==> src/rtl/intercal_alu_host.sv <==
// Host-side initiator for the intercal ALU tile: loads A/B over eight byte
// writes, selects the opcode, reads back four result bytes, returns the word.
module intercal_alu_host #(
  parameter int unsigned SETTLE = 1
) (
  input  logic        clk,
  input  logic        rst_n,
  input  logic        i_req_valid,
  output logic        o_req_ready,
  input  logic [31:0] i_req_a,
  input  logic [31:0] i_req_b,
  input  logic [3:0]  i_req_op,
  output logic        o_resp_valid,
  input  logic        i_resp_ready,
  output logic [31:0] o_resp_f,
  output logic [7:0]  o_alu_ui,
  output logic [7:0]  o_alu_uio_out,
  output logic        o_alu_uio_oe,
  input  logic [7:0]  i_alu_dout
);

  localparam int unsigned DW    = 32;
  localparam int unsigned BW    = 8;
  localparam int unsigned OPW   = 4;
  localparam int unsigned IDXW  = 3;
  localparam int unsigned SELW  = 2;
  localparam int unsigned WAITW = 3;
  localparam int unsigned RESW  = 24;

  // ui[7]=1 blocks tile writes, ui[6]=1 keeps the tile's uio as input
  localparam logic [BW-1:0] UI_IDLE = 8'hC0;

  typedef enum logic [1:0] {
    IDLE,
    WRITE,
    READ,
    RESP
  } state_t;

  state_t           r_state, w_state;
  logic [DW-1:0]    r_a, w_a;
  logic [DW-1:0]    r_b, w_b;
  logic [OPW-1:0]   r_op, w_op;
  logic [IDXW-1:0]  r_idx, w_idx;
  logic [SELW-1:0]  r_sel, w_sel;
  logic [WAITW-1:0] r_wait, w_wait;
  logic [RESW-1:0]  r_res, w_res;
  logic [BW-1:0]    r_alu_ui, w_alu_ui;
  logic [BW-1:0]    r_alu_uio_out, w_alu_uio_out;
  logic             r_alu_uio_oe, w_alu_uio_oe;
  logic             r_resp_valid, w_resp_valid;
  logic [DW-1:0]    r_resp_f, w_resp_f;
  logic             r_req_ready, w_req_ready;
  logic [2*DW-1:0]  w_ops;

  assign o_req_ready   = r_req_ready;
  assign o_resp_valid  = r_resp_valid;
  assign o_resp_f      = r_resp_f;
  assign o_alu_ui      = r_alu_ui;
  assign o_alu_uio_out = r_alu_uio_out;
  assign o_alu_uio_oe  = r_alu_uio_oe;

  // State and registered-output update with synchronous active-low reset
  always_ff @(posedge clk) begin
    if (!rst_n) begin
      r_state       <= IDLE;
      r_a           <= '0;
      r_b           <= '0;
      r_op          <= '0;
      r_idx         <= '0;
      r_sel         <= '0;
      r_wait        <= '0;
      r_res         <= '0;
      r_alu_ui      <= UI_IDLE;
      r_alu_uio_out <= '0;
      r_alu_uio_oe  <= 1'b0;
      r_resp_valid  <= 1'b0;
      r_resp_f      <= '0;
      r_req_ready   <= 1'b1;
    end else begin
      r_state       <= w_state;
      r_a           <= w_a;
      r_b           <= w_b;
      r_op          <= w_op;
      r_idx         <= w_idx;
      r_sel         <= w_sel;
      r_wait        <= w_wait;
      r_res         <= w_res;
      r_alu_ui      <= w_alu_ui;
      r_alu_uio_out <= w_alu_uio_out;
      r_alu_uio_oe  <= w_alu_uio_oe;
      r_resp_valid  <= w_resp_valid;
      r_resp_f      <= w_resp_f;
      r_req_ready   <= w_req_ready;
    end
  end

  // Next state plus next value of every pin, so pins change with the state
  always_comb begin
    w_state       = r_state;
    w_a           = r_a;
    w_b           = r_b;
    w_op          = r_op;
    w_idx         = r_idx;
    w_sel         = r_sel;
    w_wait        = r_wait;
    w_res         = r_res;
    w_alu_ui      = r_alu_ui;
    w_alu_uio_out = r_alu_uio_out;
    w_alu_uio_oe  = r_alu_uio_oe;
    w_resp_valid  = r_resp_valid;
    w_resp_f      = r_resp_f;
    w_ops         = {r_b, r_a};

    case (r_state)
      IDLE: begin
        if (i_req_valid) begin
          w_state       = WRITE;
          w_a           = i_req_a;
          w_b           = i_req_b;
          w_op          = i_req_op;
          w_idx         = '0;
          w_alu_ui      = {2'b01, 3'b000, 3'd0};
          w_alu_uio_out = i_req_a[BW-1:0];
          w_alu_uio_oe  = 1'b1;
        end
      end

      WRITE: begin
        if (r_idx == IDXW'(7)) begin
          w_state       = READ;
          w_sel         = '0;
          w_wait        = '0;
          w_alu_ui      = {2'b11, r_op, 2'b00};
          w_alu_uio_out = '0;
          w_alu_uio_oe  = 1'b0;
        end else begin
          w_idx         = r_idx + IDXW'(1);
          w_alu_ui      = {2'b01, 3'b000, w_idx};
          w_alu_uio_out = w_ops[{w_idx, 3'b000} +: BW];
        end
      end

      READ: begin
        if (r_wait == WAITW'(SETTLE)) begin
          case (r_sel)
            2'd0:    w_res[7:0]   = i_alu_dout;
            2'd1:    w_res[15:8]  = i_alu_dout;
            2'd2:    w_res[23:16] = i_alu_dout;
            default: w_res        = r_res;
          endcase
          if (r_sel == SELW'(3)) begin
            w_state      = RESP;
            w_resp_f     = {i_alu_dout, r_res};
            w_resp_valid = 1'b1;
            w_alu_ui     = UI_IDLE;
          end else begin
            w_sel    = r_sel + SELW'(1);
            w_wait   = '0;
            w_alu_ui = {2'b11, r_op, w_sel};
          end
        end else begin
          w_wait = r_wait + WAITW'(1);
        end
      end

      RESP: begin
        if (i_resp_ready) begin
          w_state      = IDLE;
          w_resp_valid = 1'b0;
        end
      end

      default: w_state = IDLE;
    endcase

    w_req_ready = (w_state == IDLE);
  end

endmodule
==> config.mk <==
export PLATFORM = sky130hd
export DESIGN_NAME = intercal_alu_host
export DESIGN_NICKNAME = d
export VERILOG_FILES = /design/src/rtl/intercal_alu_host.sv
export SDC_FILE = /design/constraint.sdc
export NUM_CORES = 1
export LEC_CHECK = 0
export CAP_MARGIN = 0
export CORE_MARGIN = 10
export CORE_UTILIZATION = 52
export CTS_CLUSTER_SIZE = 14
export DETAILED_ROUTE_END_ITERATION = 7
export PLACE_DENSITY = 0.8
export SYNTH_ARGS = -nofsm -noshare
export SYNTH_HDL_FRONTEND = slang
export SYNTH_SLANG_ARGS = --single-unit
==> constraint.sdc <==
create_clock -name clk -period 3 [get_ports clk]
set_input_delay 0.6 -clock clk [delete_from_list [all_inputs] [get_ports clk]]
set_output_delay 0.6 -clock clk [all_outputs]
set_load 0.01 [all_outputs]
==> summary.txt, run 1 <==
Final antenna-violating net count - 0
Register bit total from synthesis - 152
Yosys Warn Count - 0
Die height - 133 um
Final count of pins violating max slew - 0
Port bufs - 129
# Post-CTS Setup Buffers - 0
CP Class - flip-flop to flip-flop
Setup tns final - 0 ns
Final core occ - 68.5%
CTS Buffer Depth - 2
Min Tclk post-route - 2.41 ns
WL per Instance - 16.4 um
Register area share after synthesis - 45.6%
Distinct cells, synth - 41
Drt via density - 5.43
Post-Syn Nets - 877
Clock net sink count - 152
Vias in the first global route - 5716
Rows - 41
Area of the core - 12600 um^2
CTS clock-pin slew for the worst setup and hold paths - 0.06 ns
Status - finished clean
Worst path max stage delay - 0.68 ns
DR vias - 5798
Mapped Cells - 785
Multi-input logic area - 3320 um^2
Critical-path top delay cell - ha_1
Avg Inst Size Synth - 8.49 um^2
Arr. time, crit path - 2.72 ns
Hold-fix buffers, CTS - 0
Area of the mapped netlist - 6670 um^2
Data required, critical path - 3.31 ns
Largest net degree at the start of global routing - 67
RD Place Congestion - 0.866
Cts repair resizes - 0
CTS Root Buffer Type - clkbuf_16
Die area - 17800 um^2
Final Skew - 0.00661 ns
Io pins - 131
First-pass GRT wire length - 28600 um
Clock latency on the worst-skew pair - 0.42 ns
GRT Overall Usage - 19.5%
Worst path most repeated cell - ha_1
Critical path, cell by cell - ha_1 -> ha_1 -> mux4_2 -> nand2b_1 -> a311oi_1 -> nor2_1
Initial cell density of the core - 53.1%
Critical path startpoint category - flip-flop
Ant diodes - 0
RSZ-0062 raised after global routing - no
DPL Wire Length - 12600 um
Peak Freq - 414 MHz
DRC Markers - 0
Cts bufs inserted - 17
Max Cap Viol - 0
Peak fanout along the critical path - 12
CTS tree - built
Syn-to-layout area delta - 29.2%
Detailed Route Iter0 Violations - 550
Nets - 975
Initial antenna violation count - 0
Leak - 3.05 nW
Sequential cell area - 3040 um^2
Slew HR - 40.4%
Die width - 133 um
Fill cell count - 1040
Drt total wl - 17500 um
Min-delay worst type - flip-flop to flip-flop
Final setup fails - 0
Worst-margin pin slew - 0.893 ns
VDD IR-drop max - 0.394 mV
Grt ovf - 0
Drt first pass iters - 5
Share of layout cells above drive strength 1 - 6.14%
Final Hold Vio Count - 0
P per Cell Area - 636 nW/um^2
Critical Path End Type - flip-flop
Fin crit share - 80.5%
Htree depth - 4
==> per-stage QoR <==
step / area (um^2) / hold WS [ns] / cells / total power [mW] / setup WS [ns]
2_1_floorplan: 6670 / 0.431 / 785 / 3.01 / 0.870
3_5_place_dp: 8030 / 0.446 / 1036 / 3.44 / 0.530
6_report: 8610 / 0.452 / 1068 / 5.48 / 0.586
5_1_grt: 8610 / 0.476 / 1068 / 5.71 / 0.370
3_3_place_gp: 8030 / 0.440 / 1036 / 3.39 / 0.649
4_1_cts: 8610 / 0.453 / 1068 / 5.49 / 0.569
==> layout by cell type, fill, tap and decap left out, drive strengths merged, types with 2 or more instances in the layout <==
cell type / n
a21oi: 9
a22oi: 9
mux4: 8
and2: 6
clkinvlp: 2
nand3b: 5
clkdlybuf4s50: 128
clkbuf: 25
buf: 11
nand4b: 2
ha: 12
o21ai: 16
o21a: 2
inv: 14
o22ai: 2
nor2b: 8
dfxtp: 152
mux2i: 17
nand2: 246
nor2: 13
a311oi: 8
nand2b: 11
nand3: 32
a32oi: 2
clkinv: 4
a21boi: 136
==> cell type report <==
type / count / area share [%]
clock buffers: 25 / 5.98
clock inverters: 7 / 0.755
inverters: 14 / 0.610
multi-input cells: 559 / 38.6
flip-flops and latches: 152 / 35.3
well taps: 172 / 2.50
repair buffers: 139 / 16.3
==> cell families (layout without fill, tap and decap cells) <==
logic type                 count (synthesis)  after routing  share of synthesized area (%)
adders and majority gates                 12             12                           2.25
and+or+nand+nor                          329            329                           20.9
AOI/OAI and AO/OA                        191            191                           21.2
buffers and inverters                     74            185                           4.60
muxes                                     26             26                           5.42
DFF                                      152            152                           45.6
other                                      1              1                         0.0562
==> power breakdown <==
part / switching [mW] / internal (mW) / total (mW) / leakage, nW
logic: 0.636 / 0.495 / 1.13 / 1.52
registers: 0.0976 / 2.18 / 2.28 / 1.24
clock network: 0.796 / 1.27 / 2.06 / 0.285
==> path summary, 6_finish.rpt <==
check,end,depth (start not counted),from,slack (ns)
setup / recovery,o_alu_uio_out[2]$_SDFFE_PN0P_,6,r_idx[0]$_SDFFE_PN0P_,0.59
setup reg to reg,o_alu_uio_out[2]$_SDFFE_PN0P_,6,r_idx[0]$_SDFFE_PN0P_,0.59
hold reg to reg,o_alu_ui[4]$_SDFFE_PN0P_,2,o_alu_ui[4]$_SDFFE_PN0P_,0.45
hold / removal,o_alu_ui[4]$_SDFFE_PN0P_,2,o_alu_ui[4]$_SDFFE_PN0P_,0.45
==> synth_stat cells (all sizes together) <==
| master | n | share of area (%) |
|---|---|---|
| nand2 | 246 | 14 |
| dfxtp | 152 | 46 |
| a21boi | 136 | 15 |
| clkbuf | 42 | 2.4 |
| nand3 | 32 | 2.4 |
| buf | 18 | 1.4 |
| mux2i | 17 | 2.6 |
| o21ai | 16 | 1.2 |
| inv | 14 | 0.79 |
| nor2 | 13 | 0.73 |
| ha | 12 | 2.3 |
| nand2b | 11 | 1.0 |
| a21oi | 9 | 0.68 |
| a22oi | 9 | 1.0 |
| a311oi | 8 | 1.1 |
| mux4 | 8 | 2.7 |
| nor2b | 8 | 0.75 |
| and2 | 6 | 0.56 |
| nand3b | 5 | 0.56 |
| a32oi | 2 | 0.26 |
| nand4b | 2 | 0.26 |
| o21a | 2 | 0.23 |
| o22ai | 2 | 0.19 |
| a2111oi | 1 | 0.41 |
| a211o | 1 | 0.13 |
| a211oi | 1 | 0.19 |
| a31oi | 1 | 0.094 |
| and3 | 1 | 0.094 |
| and4bb | 1 | 0.19 |
| conb | 1 | 0.056 |
| mux2 | 1 | 0.17 |
| nand4 | 1 | 0.094 |
| nor3 | 1 | 0.075 |
| o2111a | 1 | 0.17 |
| o31ai | 1 | 0.11 |
| o41ai | 1 | 0.13 |
| or3 | 1 | 0.094 |
| or3b | 1 | 0.17 |
==> worst max-delay path: cells and delay by family, from the launching register on <==
family	cells	cell delay, ns
flip-flops	1	0.32
AO/OA/AOI/OAI	1	0.28
multiplexers	1	0.58
AND/OR/NAND/NOR	2	0.23
adder cells (fa/ha/maj)	2	0.90
==> state kept, by name (all words and copies together), names as in the netlist <==
| register | flops |
|---|---|
| r_res | 24 |
| r_b | 32 |
| o_resp_f | 32 |
| o_req_ready | 1 |
| o_alu_uio_out | 8 |
| o_alu_ui | 7 |
| r_sel | 2 |
| r_wait | 3 |
| r_op | 4 |
| o_resp_valid | 1 |
| r_idx | 3 |
| o_alu_uio_oe | 1 |
| r_a | 32 |
| r_state | 2 |
==> metal layers <==
metal,vias up,track usage [%],share of wire (%)
met5,-,0,0
met4,0,7.26,1.9
met3,30,5.19,6.1
met2,179,33.1,49
met1,2756,23.0,43
li1,2833,-,-
No activity file was read; power rests on OpenSTA's default activity.
==> run 2: changes to the inputs <==
Clock period 3 ns to 2.26 ns, I/O delays scaled along.
==> run 2 against run 1 <==
Maximum frequency increased by 9.9%. Largest power group unchanged. Highest routed layer unchanged. Largest cell class unchanged. Sequential power increased by 33%. Wire length is 0.57% higher.
==> summary.txt, run 2 (synthesized netlist as in run 1, its figures left out) <==
Status - finished clean
Initial antenna violation count - 0 (unchanged)
RD Place Congestion - 0.855 (-1.2%)
Ant diodes - 0 (unchanged)
P per Cell Area - 852 nW/um^2 (+34%)
Setup ws final - 0.0630 ns (-0.523 ns)
Leak - 3.08 nW (+1.2%)
Htree depth - 4 (unchanged)
Clock latency on the worst-skew pair - 0.42 ns (about the same)
Critical-path top delay cell - mux4_2
Final Hold Vio Count - 0 (unchanged)
Largest net degree at the start of global routing - 70 (+4.5%)
Cts bufs inserted - 17 (unchanged)
Dpl ws - 0.0737 ns (-0.456 ns)
Hold Path Cell Cnt - 2 (unchanged)
CTS clock-pin slew for the worst setup and hold paths - 0.06 ns (about the same)
Min Tclk post-route - 2.20 ns (-0.217 ns)
Share of layout cells above drive strength 1 - 7.43% (+1.3 points)
Multi-input logic area - 3350 um^2 (+0.72%)
# Post-CTS Setup Buffers - 0 (unchanged)
Final Skew - 0.0123 ns (+0.00572 ns)
Reg2reg start - r_idx[0]$_SDFFE_PN0P_
WL per Instance - 16.4 um (about the same)
Peak fanout along the critical path - 11 (-1)
Area of the core - 12600 um^2 (unchanged)
Min-delay src - rst_n
DR vias - 5888 (+1.6%)
Max Cap Viol - 0 (unchanged)
Die area - 17800 um^2 (unchanged)
Final setup fails - 0 (unchanged)
Worst path depth - 7 (+1)
Fin cells - 1074 (+0.56%)
CTS Buffer Depth - 2 (unchanged)
Die width - 133 um (unchanged)
Initial cell density of the core - 53.1% (unchanged)
CP top delay family - adder cells
Worst path most repeated cell - ha_1
Nets - 982 (+0.72%)
Rows - 41 (unchanged)
Sequential cell area - 3040 um^2 (unchanged)
Crit path from - r_idx[0]$_SDFFE_PN0P_
Worst-margin pin slew - 0.518 ns (-0.375 ns)
Syn-to-layout area delta - 30.9%
Placed Cells - 1043 (+0.68%)
Critical path startpoint category - flip-flop
Io pins - 131 (unchanged)
Arr. time, crit path - 2.50 ns (-0.22 ns)
CP Class - flip-flop to flip-flop
Leading cell types in the layout, fill and taps excluded - 245 x nand2_1, 152 x dfxtp_1, 128 x clkdlybuf4s50_1
VDD IR-drop max - 0.597 mV (+51%)
Area post-placement - 8110 um^2 (+0.97%)
Cts repair resizes - 0 (unchanged)
Final antenna-violating net count - 0 (unchanged)
Final count of pins violating max slew - 0 (unchanged)
Peak Freq - 455 MHz (+9.9%)
CTS Root Buffer Type - clkbuf_16
Critical Path End Type - flip-flop
Drt via density - 5.48 (+0.98%)
Port bufs - 129 (unchanged)
Data required, critical path - 2.56 ns (-0.75 ns)
Drt total wl - 17600 um (+0.57%)
Die height - 133 um (unchanged)
Worst path max stage delay - 0.50 ns (-0.18 ns)
Fill cell count - 985 (-5.3%)
Cell area after layout - 8730 um^2 (+1.4%)
Vias in the first global route - 5898 (+3.2%)
Fin crit share - 97.2% (+17 points)
Clock net sink count - 152 (unchanged)
Worst r2r path cells - 7 (+1)
Detailed Route Iter0 Violations - 449 (-18%)
Final core occ - 69.5% (+0.93 points)
DRC Markers - 0 (unchanged)
GRT Overall Usage - 19.5% (+0.091 points)
Hold-fix buffers, CTS - 0 (unchanged)
Critical path, cell by cell - ha_1 -> ha_1 -> buf_12 -> mux4_2 -> nand2b_1 -> a311oi_2 -> nor2_1
Drt first pass iters - 5 (unchanged)
Slew HR - 65.5% (+25 points)
Min-delay worst type - primary input to flip-flop
Commonest non-fill, non-tap cell in the layout - nand2_1
CP bufs+invs - 1 (+1)
Grt ovf - 0 (unchanged)
First-pass GRT wire length - 28900 um (+1.1%)
CTS tree - built
DPL Wire Length - 12600 um (+0.25%)
run 2: changes by cell type in the layout (fill, tap and decap cells not counted), sizes merged:
cell / previous run / this run
clkinv: 4 / 5
clkbuf: 25 / 19
bufinv: 1 / 3
clkinvlp: 2 / 4
buf: 11 / 18
run 2: through the flow:
step / total power, mW / hold slack, ns / setup TNS [ns]
after floorplan: 3.99 / 0.431 / 0
after global placement: 4.53 / 0.441 / 0
after detailed placement: 4.59 / 0.446 / 0
after CTS: 7.43 / 0.416 / 0
after global routing: 7.74 / 0.454 / -0.0189
final: 7.44 / 0.419 / 0
run 2: final timing paths:
check	endpoint	slack [ns]
setup / recovery	o_alu_uio_out[4]$_SDFFE_PN0P_	0.06
hold / removal	o_alu_ui[7]$_SDFFE_PN1P_	0.42
setup reg to reg	o_alu_uio_out[4]$_SDFFE_PN0P_	0.06
hold reg to reg	o_resp_f[19]$_SDFFE_PN0P_	0.45
run 2: power by group:
part / leakage, nW / switching, mW / internal, mW
sequential: 1.24 / 0.130 / 2.90
combinational: 1.57 / 0.871 / 0.684
clock: 0.281 / 1.10 / 1.75
total: 3.08 / 2.10 / 5.34
run 2: area by class of cell:
type	instances	area share, %
Clock inverter	12	1.75
Tap cell	172	2.46
Multi-Input combinational cell	559	38.3
Sequential cell	152	34.9
Clock buffer	19	5.07
Timing Repair Buffer	146	16.9
Inverter	14	0.602
run 2: layer usage:
metal / GRT usage (%) / up-vias / share of wire (%)
met1: 23.1 / 2783 / 42
met3: 4.89 / 39 / 5.9
met4: 7.86 / 0 / 2.3
met5: 0 / - / 0
met2: 33.2 / 211 / 49
li1: - / 2855 / -
